$ cat config.mk
export PLATFORM = sky130hd
export DESIGN_NAME = ps2_scan_decoder_flat
export DESIGN_NICKNAME = d
export VERILOG_FILES = /design/src/rtl/ps2_pkg.sv /design/src/rtl/ps2_scan_decoder_if.sv /design/src/rtl/ps2_evt_fifo.sv /design/src/rtl/ps2_scan_decoder.sv /design/src/flat_wrapper.sv
export SDC_FILE = /design/constraint.sdc
export NUM_CORES = 1
export LEC_CHECK = 0
export ABC_CLOCK_PERIOD_IN_PS = 3300
export CAP_MARGIN = 0
export CORE_MARGIN = 4
export CORE_UTILIZATION = 53
export CTS_CLUSTER_DIAMETER = 80
export DETAILED_ROUTE_END_ITERATION = 12
export PLACE_DENSITY = 0.82
export SYNTH_ARGS = -nofsm -noshare
export SYNTH_HDL_FRONTEND = slang
export SYNTH_SLANG_ARGS = --single-unit
$ cat constraint.sdc
create_clock -name clk -period 3.3 [get_ports clk]
set_input_delay 0.66 -clock clk [delete_from_list [all_inputs] [get_ports clk]]
set_output_delay 0.66 -clock clk [all_outputs]
set_load 0.02 [all_outputs]
$ cat src/rtl/ps2_pkg.sv
// Shared scan-code constants, event field layout and FSM states for the PS/2 set-2 decoder.
package ps2_pkg;

    localparam logic [7:0] SC_E0     = 8'hE0;
    localparam logic [7:0] SC_E1     = 8'hE1;
    localparam logic [7:0] SC_F0     = 8'hF0;
    localparam logic [7:0] SC_AA     = 8'hAA;
    localparam logic [7:0] SC_FA     = 8'hFA;
    localparam logic [7:0] SC_FE     = 8'hFE;
    localparam logic [7:0] SC_EE     = 8'hEE;
    localparam logic [7:0] SC_LSHIFT = 8'h12;
    localparam logic [7:0] SC_RSHIFT = 8'h59;
    localparam logic [7:0] SC_CTRL   = 8'h14;
    localparam logic [7:0] SC_ALT    = 8'h11;
    localparam logic [7:0] SC_CAPS   = 8'h58;

    localparam int EVT_W         = 24;
    localparam int EVT_ASCII_MSB = 23;
    localparam int EVT_ASCII_LSB = 16;
    localparam int EVT_REL       = 15;
    localparam int EVT_EXT       = 14;
    localparam int EVT_SHIFT     = 13;
    localparam int EVT_CTRL      = 12;
    localparam int EVT_ALT       = 11;
    localparam int EVT_CAPS      = 10;
    localparam int EVT_CODE_MSB  = 7;

    typedef enum logic [1:0] {
        S_IDLE = 2'd0,
        S_POP  = 2'd1,
        S_GAP  = 2'd2
    } state_e;

    function automatic logic [EVT_W-1:0] packEvent(
        input logic [7:0] ascii,
        input logic       rel,
        input logic       ext,
        input logic       shift,
        input logic       ctrl,
        input logic       alt,
        input logic       caps,
        input logic [7:0] code
    );
        logic [EVT_W-1:0] ev;
        ev = '0;
        ev[EVT_ASCII_MSB:EVT_ASCII_LSB] = ascii;
        ev[EVT_REL]   = rel;
        ev[EVT_EXT]   = ext;
        ev[EVT_SHIFT] = shift;
        ev[EVT_CTRL]  = ctrl;
        ev[EVT_ALT]   = alt;
        ev[EVT_CAPS]  = caps;
        ev[EVT_CODE_MSB:0] = code;
        return ev;
    endfunction

endpackage

$ cat src/rtl/ps2_scan_decoder_if.sv
// Event-side bus of the scan decoder: FWFT head, occupancy, sticky flags and their clear.
interface ps2_scan_decoder_if #(
    parameter int AW = 3
);
    logic          evt_valid;
    logic [23:0]   evt_data;
    logic          evt_ack;
    logic [AW:0]   evt_count;
    logic          ovf;
    logic          err;
    logic          flag_clr;

    modport master (
        output evt_valid, evt_data, evt_count, ovf, err,
        input  evt_ack, flag_clr
    );

    modport slave (
        input  evt_valid, evt_data, evt_count, ovf, err,
        output evt_ack, flag_clr
    );
endinterface

$ cat src/rtl/ps2_evt_fifo.sv
// First-word fall-through event FIFO; a pop frees a slot for a push in the same cycle.
module ps2_evt_fifo #(
    parameter int DEPTH = 8,
    parameter int AW    = 3,
    parameter int W     = 24
) (
    input  logic          clk,
    input  logic          rst,
    input  logic          push_i,
    input  logic [W-1:0]  wdata_i,
    input  logic          pop_i,
    output logic [W-1:0]  rdata_o,
    output logic          full_o,
    output logic          empty_o,
    output logic [AW:0]   count_o
);
    logic [W-1:0]  mem_q [DEPTH];
    logic [AW-1:0] wrPtr_q, wrPtr_d, rdPtr_q, rdPtr_d;
    logic [AW:0]   count_q, count_d;
    logic          wrEn, rdEn;

    assign empty_o = (count_q == '0);
    assign full_o  = (count_q == (AW+1)'(DEPTH));
    assign rdEn    = pop_i && !empty_o;
    assign wrEn    = push_i && (!full_o || rdEn);
    assign rdata_o = mem_q[rdPtr_q];
    assign count_o = count_q;

    always_comb begin
        wrPtr_d = wrEn ? wrPtr_q + 1'b1 : wrPtr_q;
        rdPtr_d = rdEn ? rdPtr_q + 1'b1 : rdPtr_q;
        count_d = count_q;
        if (wrEn && !rdEn) begin
            count_d = count_q + 1'b1;
        end else if (!wrEn && rdEn) begin
            count_d = count_q - 1'b1;
        end
    end

    always_ff @(posedge clk) begin
        if (rst) begin
            wrPtr_q <= '0;
            rdPtr_q <= '0;
            count_q <= '0;
        end else begin
            wrPtr_q <= wrPtr_d;
            rdPtr_q <= rdPtr_d;
            count_q <= count_d;
        end
    end

    always_ff @(posedge clk) begin
        if (wrEn) begin
            mem_q[wrPtr_q] <= wdata_i;
        end
    end
endmodule

$ cat src/rtl/ps2_scan_decoder.sv
// Set-2 scan-code parser: prefix/modifier tracking and packed key events into a FWFT FIFO.
// Define PS2_ASCII_EN to fill evt_data[23:16] with the ASCII of printable keys.
module ps2_scan_decoder
    import ps2_pkg::*;
#(
    parameter int DEPTH = 8,
    parameter int AW    = 3
) (
    input  logic                 clk,
    input  logic                 rst,
    input  logic [7:0]           kbd_data,
    input  logic                 kbd_ready,
    output logic                 kbd_rdn,
    ps2_scan_decoder_if.master   evt
);
    state_e      state_q, state_d;
    logic [7:0]  byte_q;
    logic [2:0]  skipCnt_q, skipCnt_d;
    logic        extPend_q, extPend_d, brkPend_q, brkPend_d;
    logic        lShift_q, lShift_d, rShift_q, rShift_d;
    logic        ctrl_q, ctrl_d, alt_q, alt_d;
    logic        caps_q, caps_d, capsHeld_q, capsHeld_d;
    logic        ovf_q, ovf_d, err_q, err_d;
    logic        latchEn, decodeEn, push, errSet;
    logic [7:0]  asciiByte;
    logic [23:0] evtWord, fifoData;
    logic        fifoFull, fifoEmpty;
    logic [AW:0] fifoCount;

`ifdef PS2_ASCII_EN
    function automatic logic [7:0] asciiOf(input logic [7:0] code, input logic shift,
                                           input logic caps);
        logic [7:0] lo, hi;
        lo = 8'h00;
        hi = 8'h00;
        case (code)
            8'h1C: lo = "a"; 8'h32: lo = "b"; 8'h21: lo = "c"; 8'h23: lo = "d";
            8'h24: lo = "e"; 8'h2B: lo = "f"; 8'h34: lo = "g"; 8'h33: lo = "h";
            8'h43: lo = "i"; 8'h3B: lo = "j"; 8'h42: lo = "k"; 8'h4B: lo = "l";
            8'h3A: lo = "m"; 8'h31: lo = "n"; 8'h44: lo = "o"; 8'h4D: lo = "p";
            8'h15: lo = "q"; 8'h2D: lo = "r"; 8'h1B: lo = "s"; 8'h2C: lo = "t";
            8'h3C: lo = "u"; 8'h2A: lo = "v"; 8'h1D: lo = "w"; 8'h22: lo = "x";
            8'h35: lo = "y"; 8'h1A: lo = "z";
            default: lo = 8'h00;
        endcase
        // Letters follow shift XOR caps; everything else follows shift alone.
        if (lo != 8'h00) begin
            return (shift ^ caps) ? lo - 8'd32 : lo;
        end
        case (code)
            8'h16: begin lo = "1"; hi = "!"; end   8'h1E: begin lo = "2"; hi = "@"; end
            8'h26: begin lo = "3"; hi = "#"; end   8'h25: begin lo = "4"; hi = "$"; end
            8'h2E: begin lo = "5"; hi = "%"; end   8'h36: begin lo = "6"; hi = "^"; end
            8'h3D: begin lo = "7"; hi = "&"; end   8'h3E: begin lo = "8"; hi = "*"; end
            8'h46: begin lo = "9"; hi = "("; end   8'h45: begin lo = "0"; hi = ")"; end
            8'h4E: begin lo = "-"; hi = "_"; end   8'h55: begin lo = "="; hi = "+"; end
            8'h54: begin lo = "["; hi = "{"; end   8'h5B: begin lo = "]"; hi = "}"; end
            8'h5D: begin lo = "\\"; hi = "|"; end  8'h4C: begin lo = ";"; hi = ":"; end
            8'h52: begin lo = "'"; hi = "\""; end  8'h41: begin lo = ","; hi = "<"; end
            8'h49: begin lo = "."; hi = ">"; end   8'h4A: begin lo = "/"; hi = "?"; end
            8'h0E: begin lo = 8'h60; hi = "~"; end 8'h29: begin lo = " "; hi = " "; end
            8'h5A: begin lo = 8'h0D; hi = 8'h0D; end
            8'h66: begin lo = 8'h08; hi = 8'h08; end
            default: begin lo = 8'h00; hi = 8'h00; end
        endcase
        return shift ? hi : lo;
    endfunction
`endif

    always_ff @(posedge clk) begin
        if (rst) begin
            state_q <= S_IDLE;
        end else begin
            state_q <= state_d;
        end
    end

    always_comb begin
        state_d = state_q;
        case (state_q)
            S_IDLE:  if (kbd_ready) state_d = S_POP;
            S_POP:   state_d = S_GAP;
            S_GAP:   state_d = S_IDLE;
            default: state_d = S_IDLE;
        endcase
    end

    always_comb begin
        kbd_rdn  = 1'b1;
        decodeEn = 1'b0;
        latchEn  = 1'b0;
        case (state_q)
            S_IDLE:  latchEn = kbd_ready;
            S_POP:   begin kbd_rdn = 1'b0; decodeEn = 1'b1; end
            default: ;
        endcase
    end

    // Modifiers are updated first so the pushed event reflects the key it reports.
    always_comb begin
        skipCnt_d  = skipCnt_q;
        extPend_d  = extPend_q;
        brkPend_d  = brkPend_q;
        lShift_d   = lShift_q;
        rShift_d   = rShift_q;
        ctrl_d     = ctrl_q;
        alt_d      = alt_q;
        caps_d     = caps_q;
        capsHeld_d = capsHeld_q;
        push       = 1'b0;
        errSet     = 1'b0;
        asciiByte  = 8'h00;
        evtWord    = '0;
        if (decodeEn) begin
            if (skipCnt_q != 3'd0) begin
                skipCnt_d = skipCnt_q - 1'b1;
            end else if (byte_q == SC_E1) begin
                skipCnt_d = 3'd7;
                push      = 1'b1;
                evtWord   = packEvent(8'h00, 1'b0, 1'b1, lShift_q | rShift_q, ctrl_q,
                                      alt_q, caps_q, SC_E1);
            end else if (byte_q == SC_E0) begin
                extPend_d = 1'b1;
            end else if (byte_q == SC_F0) begin
                brkPend_d = 1'b1;
            end else if ((byte_q == SC_AA || byte_q == SC_FA || byte_q == SC_FE ||
                          byte_q == SC_EE) && !extPend_q && !brkPend_q) begin
                push = 1'b0;
            end else if (byte_q == 8'h00 || byte_q == 8'hFF) begin
                errSet    = 1'b1;
                extPend_d = 1'b0;
                brkPend_d = 1'b0;
            end else begin
                extPend_d = 1'b0;
                brkPend_d = 1'b0;
                if (!(extPend_q && byte_q == SC_LSHIFT)) begin
                    if (!extPend_q && byte_q == SC_LSHIFT) lShift_d = !brkPend_q;
                    if (!extPend_q && byte_q == SC_RSHIFT) rShift_d = !brkPend_q;
                    if (byte_q == SC_CTRL) ctrl_d = !brkPend_q;
                    if (byte_q == SC_ALT)  alt_d  = !brkPend_q;
                    if (!extPend_q && byte_q == SC_CAPS) begin
                        if (brkPend_q) begin
                            capsHeld_d = 1'b0;
                        end else if (!capsHeld_q) begin
                            caps_d     = !caps_q;
                            capsHeld_d = 1'b1;
                        end
                    end
`ifdef PS2_ASCII_EN
                    if (!brkPend_q && !extPend_q) begin
                        asciiByte = asciiOf(byte_q, lShift_d | rShift_d, caps_d);
                    end
`else
                    asciiByte = 8'h00;
`endif
                    push    = 1'b1;
                    evtWord = packEvent(asciiByte, brkPend_q, extPend_q, lShift_d | rShift_d,
                                        ctrl_d, alt_d, caps_d, byte_q);
                end
            end
        end
        ovf_d = (push && fifoFull && !evt.evt_ack) || (ovf_q && !evt.flag_clr);
        err_d = errSet || (err_q && !evt.flag_clr);
    end

    always_ff @(posedge clk) begin
        if (rst) begin
            byte_q     <= 8'h00;
            skipCnt_q  <= 3'd0;
            extPend_q  <= 1'b0;
            brkPend_q  <= 1'b0;
            lShift_q   <= 1'b0;
            rShift_q   <= 1'b0;
            ctrl_q     <= 1'b0;
            alt_q      <= 1'b0;
            caps_q     <= 1'b0;
            capsHeld_q <= 1'b0;
            ovf_q      <= 1'b0;
            err_q      <= 1'b0;
        end else begin
            if (latchEn) byte_q <= kbd_data;
            skipCnt_q  <= skipCnt_d;
            extPend_q  <= extPend_d;
            brkPend_q  <= brkPend_d;
            lShift_q   <= lShift_d;
            rShift_q   <= rShift_d;
            ctrl_q     <= ctrl_d;
            alt_q      <= alt_d;
            caps_q     <= caps_d;
            capsHeld_q <= capsHeld_d;
            ovf_q      <= ovf_d;
            err_q      <= err_d;
        end
    end

    ps2_evt_fifo #(.DEPTH(DEPTH), .AW(AW), .W(EVT_W)) u_fifo (
        .clk     (clk),
        .rst     (rst),
        .push_i  (push),
        .wdata_i (evtWord),
        .pop_i   (evt.evt_ack),
        .rdata_o (fifoData),
        .full_o  (fifoFull),
        .empty_o (fifoEmpty),
        .count_o (fifoCount)
    );

    assign evt.evt_valid = !fifoEmpty;
    assign evt.evt_data  = fifoData;
    assign evt.evt_count = fifoCount;
    assign evt.ovf       = ovf_q;
    assign evt.err       = err_q;
endmodule

$ cat src/flat_wrapper.sv
// flat-port wrapper written by rule: the top's interface ports become plain ports
module ps2_scan_decoder_flat import ps2_pkg::*;
#(
    parameter int DEPTH = 8,
    parameter int AW    = 3
)
  (clk, rst, kbd_data, kbd_ready, kbd_rdn, evt_evt_valid, evt_evt_data, evt_evt_count, evt_ovf, evt_err, evt_evt_ack, evt_flag_clr);
  ps2_scan_decoder_if #(.AW(AW)) evt_i ();
  input  logic clk;
  input  logic rst;
  input  logic [7:0] kbd_data;
  input  logic kbd_ready;
  output logic kbd_rdn;
  output wire logic [$bits(evt_i.evt_valid)-1:0] evt_evt_valid;
  output wire logic [$bits(evt_i.evt_data)-1:0] evt_evt_data;
  output wire logic [$bits(evt_i.evt_count)-1:0] evt_evt_count;
  output wire logic [$bits(evt_i.ovf)-1:0] evt_ovf;
  output wire logic [$bits(evt_i.err)-1:0] evt_err;
  input wire logic [$bits(evt_i.evt_ack)-1:0] evt_evt_ack;
  input wire logic [$bits(evt_i.flag_clr)-1:0] evt_flag_clr;
  assign evt_evt_valid = evt_i.evt_valid;
  assign evt_evt_data = evt_i.evt_data;
  assign evt_evt_count = evt_i.evt_count;
  assign evt_ovf = evt_i.ovf;
  assign evt_err = evt_i.err;
  assign evt_i.evt_ack = evt_evt_ack;
  assign evt_i.flag_clr = evt_flag_clr;
  ps2_scan_decoder #(.DEPTH(DEPTH), .AW(AW)) u_core (.clk(clk), .rst(rst), .kbd_data(kbd_data), .kbd_ready(kbd_ready), .kbd_rdn(kbd_rdn), .evt(evt_i));
endmodule
After elaboration in Yosys (flattened, before gate mapping)
Memory sizes are Yosys's and may differ from the RTL's. A register that Yosys moved wholly into a read port is not among the register bits.
Cells that the tools add are included.
Widths: inputs -> output; s select.

word-level totals
  flip-flop bits (word level) = 33
  output and inout bits = 32
  memories kept = 1
  RAM bits = 192

operators by class
  reductions and logical operators = 41
  add/subtract/negate cells = 5
  bitwise logic cells = 9
  equal/unequal tests = 19
  muxes and demuxes = 64

memory list
  memory               words  width  read ports  clocked after Yosys merged registers in  write ports  line                source
  u_core.u_fifo.mem_q  8      24     1           1                                        1            ps2_evt_fifo.sv:17  logic [W-1:0] mem_q [DEPTH];

operators by type and width
  kind                 count
  $mux 24              7
  $eq 8x8->1 const B   8
  $mux 1               48
  $eq 8x5->1 const B   3
  $eq 8x7->1 const B   2
  $mux 16              1
  $logic_and 1x1->1    14
  $mux 3               4
  $reduce_and 5->1     2
  $logic_not 1->1      9
  $reduce_and 9->1     1
  $logic_not 8->1      1
  $mux 4               2
  $reduce_and 8->1     1
  $logic_or 1x1->1     7
  $not 1->1            7
  $add 3x1->3 const B  2
  $ne 2x1->1 const B   3
  $add 4x1->4 const B  1
  $eq 4x4->1 const B   1
  $logic_not 4->1      1
  $pmux 2 s2           1
  $reduce_bool 2->1    2
  $sub 4x1->4 const B  1
  other kinds (8)      9

Depth between registers and ports, before layout
Gate-level depths: netlist of the first run.

  word-level depth = 21
  mapped depth = 14
  gate-level depth less buffers = 13

Cells and area by module
From an unflattened synthesis of the first run, not the netlist that was laid out.

second synthesis, totals
  cell total of the unflattened synthesis = 515
  area total of the unflattened synthesis = 9247.6 µm²

by module, submodules not included
  module            seq. area each (µm²)  area each (µm²)  cells each  instances
  ps2_evt_fifo      6025.8                7857.5           350         1
  ps2_scan_decoder  460.4                 1390.1           165         1

Least setup slack after synthesis of the first run
Ideal clock, no wire load.

  path kind = register to register
  start point = register u_core.skipCnt_q[0]
  end point = memory u_core.u_fifo.mem_q[4][0], enable pin
  arrival time = 2.933 ns
  buffers on the path = 1
  slack = -0.054 ns
  data required time = 2.878 ns
  library setup time = 0.422 ns
  stages on the path, launching flop included = 8
  cell sequence = dfxtp_1 -> inv_1 -> ha_1 -> nand4bb_1 -> or3_1 -> buf_6 -> nor3_4 -> nor4bb_1

on the way
  longest elaborated chain between the ends = 6

RTL lines
  item                          line                     source
  start, declared               ps2_scan_decoder.sv:18   logic [2:0] skipCnt_q, skipCnt_d;
  start signal, assigned        ps2_scan_decoder.sv:182  skipCnt_q <= skipCnt_d;
  $reduce_bool 3->1             ps2_scan_decoder.sv:115  if (skipCnt_q != 3'd0) begin
  $mux 1                        ps2_scan_decoder.sv:115
  $mux 1                        ps2_scan_decoder.sv:114  if (decodeEn) begin
  $logic_and 1x1->1             ps2_evt_fifo.sv:25       assign wrEn = push_i && (!full_o || rdEn);
  via u_core.u_fifo.wrEn        ps2_evt_fifo.sv:20       logic wrEn, rdEn;
  $mux 1                        ps2_evt_fifo.sv:53       if (wrEn) begin
  $mux 1 (implied by the code)  ps2_evt_fifo.sv:54       mem_q[wrPtr_q] <= wdata_i;
  end, declared                 ps2_evt_fifo.sv:17

The timed path passes the listed nets, and every way through them passes these cells.

Final worst setup path of the first run
  start point = register u_core.byte_q[2]
  end point = register u_core.u_fifo.count_q[3] (netlist: u_core.u_fifo.count_o[3])

on the way
  longest elaborated chain between the ends = 16
  elaborated cells between the ends (all ways) = 31
  classes of those cells = 9 x eq/ne; 9 x mux; 13 x reduce/logical

RTL lines
  item                             line                     source
  start, declared                  ps2_scan_decoder.sv:17   logic [7:0] byte_q;
  start signal, assigned           ps2_scan_decoder.sv:181  if (latchEn) byte_q <= kbd_data;
  $eq 8x8->1                       ps2_scan_decoder.sv:126  end else if ((byte_q == SC_AA || byte_q == SC_FA || byte_q == SC_FE ||
  $logic_or 1x1->1 (3 in series)   ps2_scan_decoder.sv:126
  $logic_and 1x1->1 (2 in series)  ps2_scan_decoder.sv:127  byte_q == SC_EE) && !extPend_q && !brkPend_q) begin
  $mux 1                           ps2_scan_decoder.sv:126
  $mux 1                           ps2_scan_decoder.sv:124  end else if (byte_q == SC_F0) begin
  $mux 1                           ps2_scan_decoder.sv:122  end else if (byte_q == SC_E0) begin
  $mux 1 *                         ps2_scan_decoder.sv:117  end else if (byte_q == SC_E1) begin
  $mux 1 *                         ps2_scan_decoder.sv:115
  $mux 1 *                         ps2_scan_decoder.sv:114
  $logic_and 1x1->1 *              ps2_evt_fifo.sv:25
  via u_core.u_fifo.wrEn           ps2_evt_fifo.sv:20
  $logic_not 1->1                  ps2_evt_fifo.sv:35       end else if (!wrEn && rdEn) begin
  $logic_and 1x1->1                ps2_evt_fifo.sv:35
  $reduce_bool 2->1 (no line)      n/a
  end signal, assigned             ps2_evt_fifo.sv:48       count_q <= count_d;
  end, declared                    ps2_evt_fifo.sv:19       logic [AW:0] count_q, count_d;

Mark *: on every way through the listed nets, which the timed path passes. The rest lies on a longest branch.
A chain may end at the register's enable or synchronous reset.

==> results.md, run 1 <==
* Later-pin clock latency in the skew report at 0.42 ns
* DRT iter0 DRCs at 243
* YS warnings at 0
* Post-synthesis async set-or-reset flop share at 0
* Hold buffer count at cts at 0
* Gpl congestion at 0.9377
* Top_reg_cell synth: edfxtp_1
* Post-route clock period utilization at 0.9400
* Initial Utilization at 0.5469
* Congestion Overflow GR at 0
* Final Hold Viols at 0
* Worst EP required at 3.63 ns
* PostCTS Resize Cnt at 0
* Post-CTS setup buffer count at 0
* Total GRT Usage at 0.1942
* Total Routed Length at 12.13 mm
* Status: finished, final reports clean
* FF+latch count, synth at 148
* Post-synth EDFFs at 112
* Worst setup SP type: register
* Vias in the first global route at 3760
* Syn-to-layout area delta at 17.59%
* Hold WC Path Type: register to register
* Hold path start: u_core.evt.ovf$_SDFF_PP0_
* P_leak at 2.475 nW
* CTS Buf Count at 17
* Critical path class: register to register
* Clk_skew at 0.006586 ns
* Core Region at 0.01156 mm²
* Clock transition at path regs at 0.05 ns
* Vias after detailed routing at 3626
* Longest Clk Path Bufs at 2
* Final Max Tran Viols at 0
* # H-tree levels at 4
* Max-Cap Viols at 0
* Ranking of synthesized cells by area: edfxtp_1 53%, dfxtp_1 11%, mux4_2 10%
* Port-buffer cells at 34
* RSZ-0062 raised after global routing: false
* Synth top area share at 0.5318
* Root buf cell: clkbuf_16
* Synth cell types at 56
* Largest net degree at the start of global routing at 29
* Placed cell count at 585
* Synth Area per Inst at 15.46 µm²
* Peak supply drop at 0.0006784 V
* Site row count at 39
* Initial antenna violation count at 0
* Critical Path AT at 3.43 ns
* HPWL Detailed at 7.757 mm
* Layout cells sized above 1 at 0.2152
* Die Wd at 117.2 µm
* Antenna Nets Post-Route at 0
* Top-Level Pins at 45
* Synth area leader: edfxtp_1
* Antenna cells at 0
* Post-Layout Cell Count at 617
* Slew margin rel. at 0.5063
* Post-route cell area at 0.007437 mm²
* 1st-pass router iterations at 4
* Routed vias/inst at 5.877
* Routed len/inst at 19.66 µm
* Crit path max fanout at 9
* Die ar. at 0.01375 mm²
* Final net count at 482
* Crit. End Element: register
* Mapped cell area at 0.006325 mm²
* Endpoints failing setup at 0
* WHS Path Cells at 2
* Reg2reg setup slack at 0.20 ns
* Mapped Cells at 409
* Max Clock Freq at 322.4 MHz
* Hold Path Sink: u_core.evt.ovf$_SDFF_PP0_
* Setup TNS at 0 ns
* Num Clock Sinks at 148
* First-pass GRT wire length at 19.67 mm
* Worst-Margin Slew at 0.7383 ns
* Placed Area at 0.006867 mm²
* CTS tree: built
* Post-layout min period at 3.102 ns
* Critical R2R Launch: u_core.byte_q[2]$_SDFFE_PP0P_
* Final hold slack at 0.4896 ns
* R2R depth at 12
* DIE HEIGHT at 117.2 µm
* Critical R2R Capture: u_core.u_fifo.count_o[3]$_SDFFE_PP0P_
* # DRC at 0
* PD cells at 677.9 mW/mm²
* Seq/Total Area, Yosys at 0.6457
## cell usage after synthesis (3+ instances only)
cell type  number
mux4_2         28
a31oi_1         5
inv_1          10
buf_6           3
nand4b_1        5
nand4_1         4
buf_4          11
mux2_2         14
nor2b_1         8
nor2_1         36
clkbuf_1       11
nor3_1          8
nand2_1         8
and3_1         10
and4b_1         3
dfxtp_1        36
xor2_1          4
a21oi_1        16
mux2i_1        12
a311oi_1        5
nand3_1         5
buf_2           4
or3_1           4
ha_1            7
edfxtp_1      112
nand2b_1        3
## power breakdown
| group | switching (mW) | internal [mW] | leakage (nW) | total, mW |
|---|---|---|---|---|
| sequential | 0.0679 | 2.05 | 1.26 | 2.12 |
| clock | 0.725 | 1.11 | 0.275 | 1.83 |
| combinational | 0.537 | 0.553 | 0.941 | 1.09 |
| total | 1.33 | 3.71 | 2.48 | 5.04 |
## state kept, by name, indices dropped and copies added, names as in the netlist, 2 cells and up, named ones only
signal / cells
u_core.byte_q: 8
u_core.state_q: 2
u_core.skipCnt_q: 3
u_core.u_fifo.wrPtr_q: 3
u_core.u_fifo.count_o: 4
u_core.u_fifo.mem_q: 112
u_core.u_fifo.rdPtr_q: 3
## metal layers
layer,vias up,wire length (µm),share of wire,GRT usage
li1,1681,-,-,-
met1,1826,5103,0.42,0.2438
met2,101,6304,0.52,0.3281
met3,18,557,0.046,0.05501
met4,0,165,0.014,0.06040
met5,-,0,0,0
## final cells by class
type                    count  area (µm²)
repair buffers             54       503.0
multi-input cells         230        2067
clock inverters            14       136.4
flip-flops and latches    148        4085
clock buffers              18       429.2
inverters                  10       37.54
fillers                   844        4128
well taps                 143       178.9
## logic make-up after synthesis
group / Yosys count / synth area share
other: 1 / 0.0005929
buffers and inverters: 40 / 0.03462
muxes: 56 / 0.1478
xor gates and xnor gates: 6 / 0.008309
DFF: 148 / 0.6457
adders and majority gates: 8 / 0.01701
and+or+nand+nor: 114 / 0.1064
AOI/OAI and AO/OA: 36 / 0.03957
## critical path, cell delays in order (launching register included)
cell and delay [ns]:
dfxtp_1 0.40, or3_4 0.43, a2111oi_4 0.43, or3_4 0.22
nor3_4 0.04, ha_1 0.23, inv_1 0.11, ha_1 0.25
a21o_1 0.18, a21oi_1 0.18, xnor2_1 0.09, or3_1 0.31
a21oi_1 0.15
## layout by cell type, fill, tap and decap left out, drive strengths merged, types with 7 or more instances in the layout
cell | Yosys | layout
conb | 1 | 10
nor2 | 36 | 36
dfxtp | 36 | 36
a21oi | 16 | 16
clkdlybuf4s50 | 0 | 34
ha | 7 | 7
nor3 | 9 | 9
edfxtp | 112 | 112
inv | 10 | 12
mux2 | 16 | 16
mux2i | 12 | 12
nand2 | 8 | 8
mux4 | 28 | 28
clkbuf | 11 | 18
nor2b | 8 | 8
clkinv | 0 | 9
buf | 19 | 20
and3 | 12 | 12
## through the flow
step           worst slack [ns]    util  total power [mW]
3_3_place_gp             0.2309  0.5937             3.240
4_1_cts                  0.1908  0.6426             5.089
5_1_grt                0.001839  0.6431             5.269
6_report                 0.1981  0.6431             5.041
2_1_floorplan            0.3517       -             2.905
3_5_place_dp             0.1568  0.5937             3.254
## worst max-delay path by stage
stage | start | endpoint | slack [ns] | cells after the start
2_1_floorplan | u_core.byte_q[2]$_SDFFE_PP0P_ | u_core.u_fifo.count_o[3]$_SDFFE_PP0P_ | 0.35 | 14
6_report | u_core.byte_q[2]$_SDFFE_PP0P_ | u_core.u_fifo.count_o[3]$_SDFFE_PP0P_ | 0.20 | 12
3_3_place_gp | evt_evt_ack | u_core.u_fifo.count_o[3]$_SDFFE_PP0P_ | 0.23 | 11
4_1_cts | u_core.byte_q[2]$_SDFFE_PP0P_ | u_core.u_fifo.count_o[3]$_SDFFE_PP0P_ | 0.19 | 12
3_5_place_dp | evt_evt_ack | u_core.u_fifo.count_o[3]$_SDFFE_PP0P_ | 0.16 | 11
5_1_grt | u_core.byte_q[2]$_SDFFE_PP0P_ | u_core.u_fifo.count_o[3]$_SDFFE_PP0P_ | 0.002 | 12
(Power assumes the default switching activity.)
==> run 2, diff against run 1 <==
- CAP_MARGIN: 0 -> default
==> results of run 2 <==
The final DEF is identical to that of run 1; final timing and power are the same.
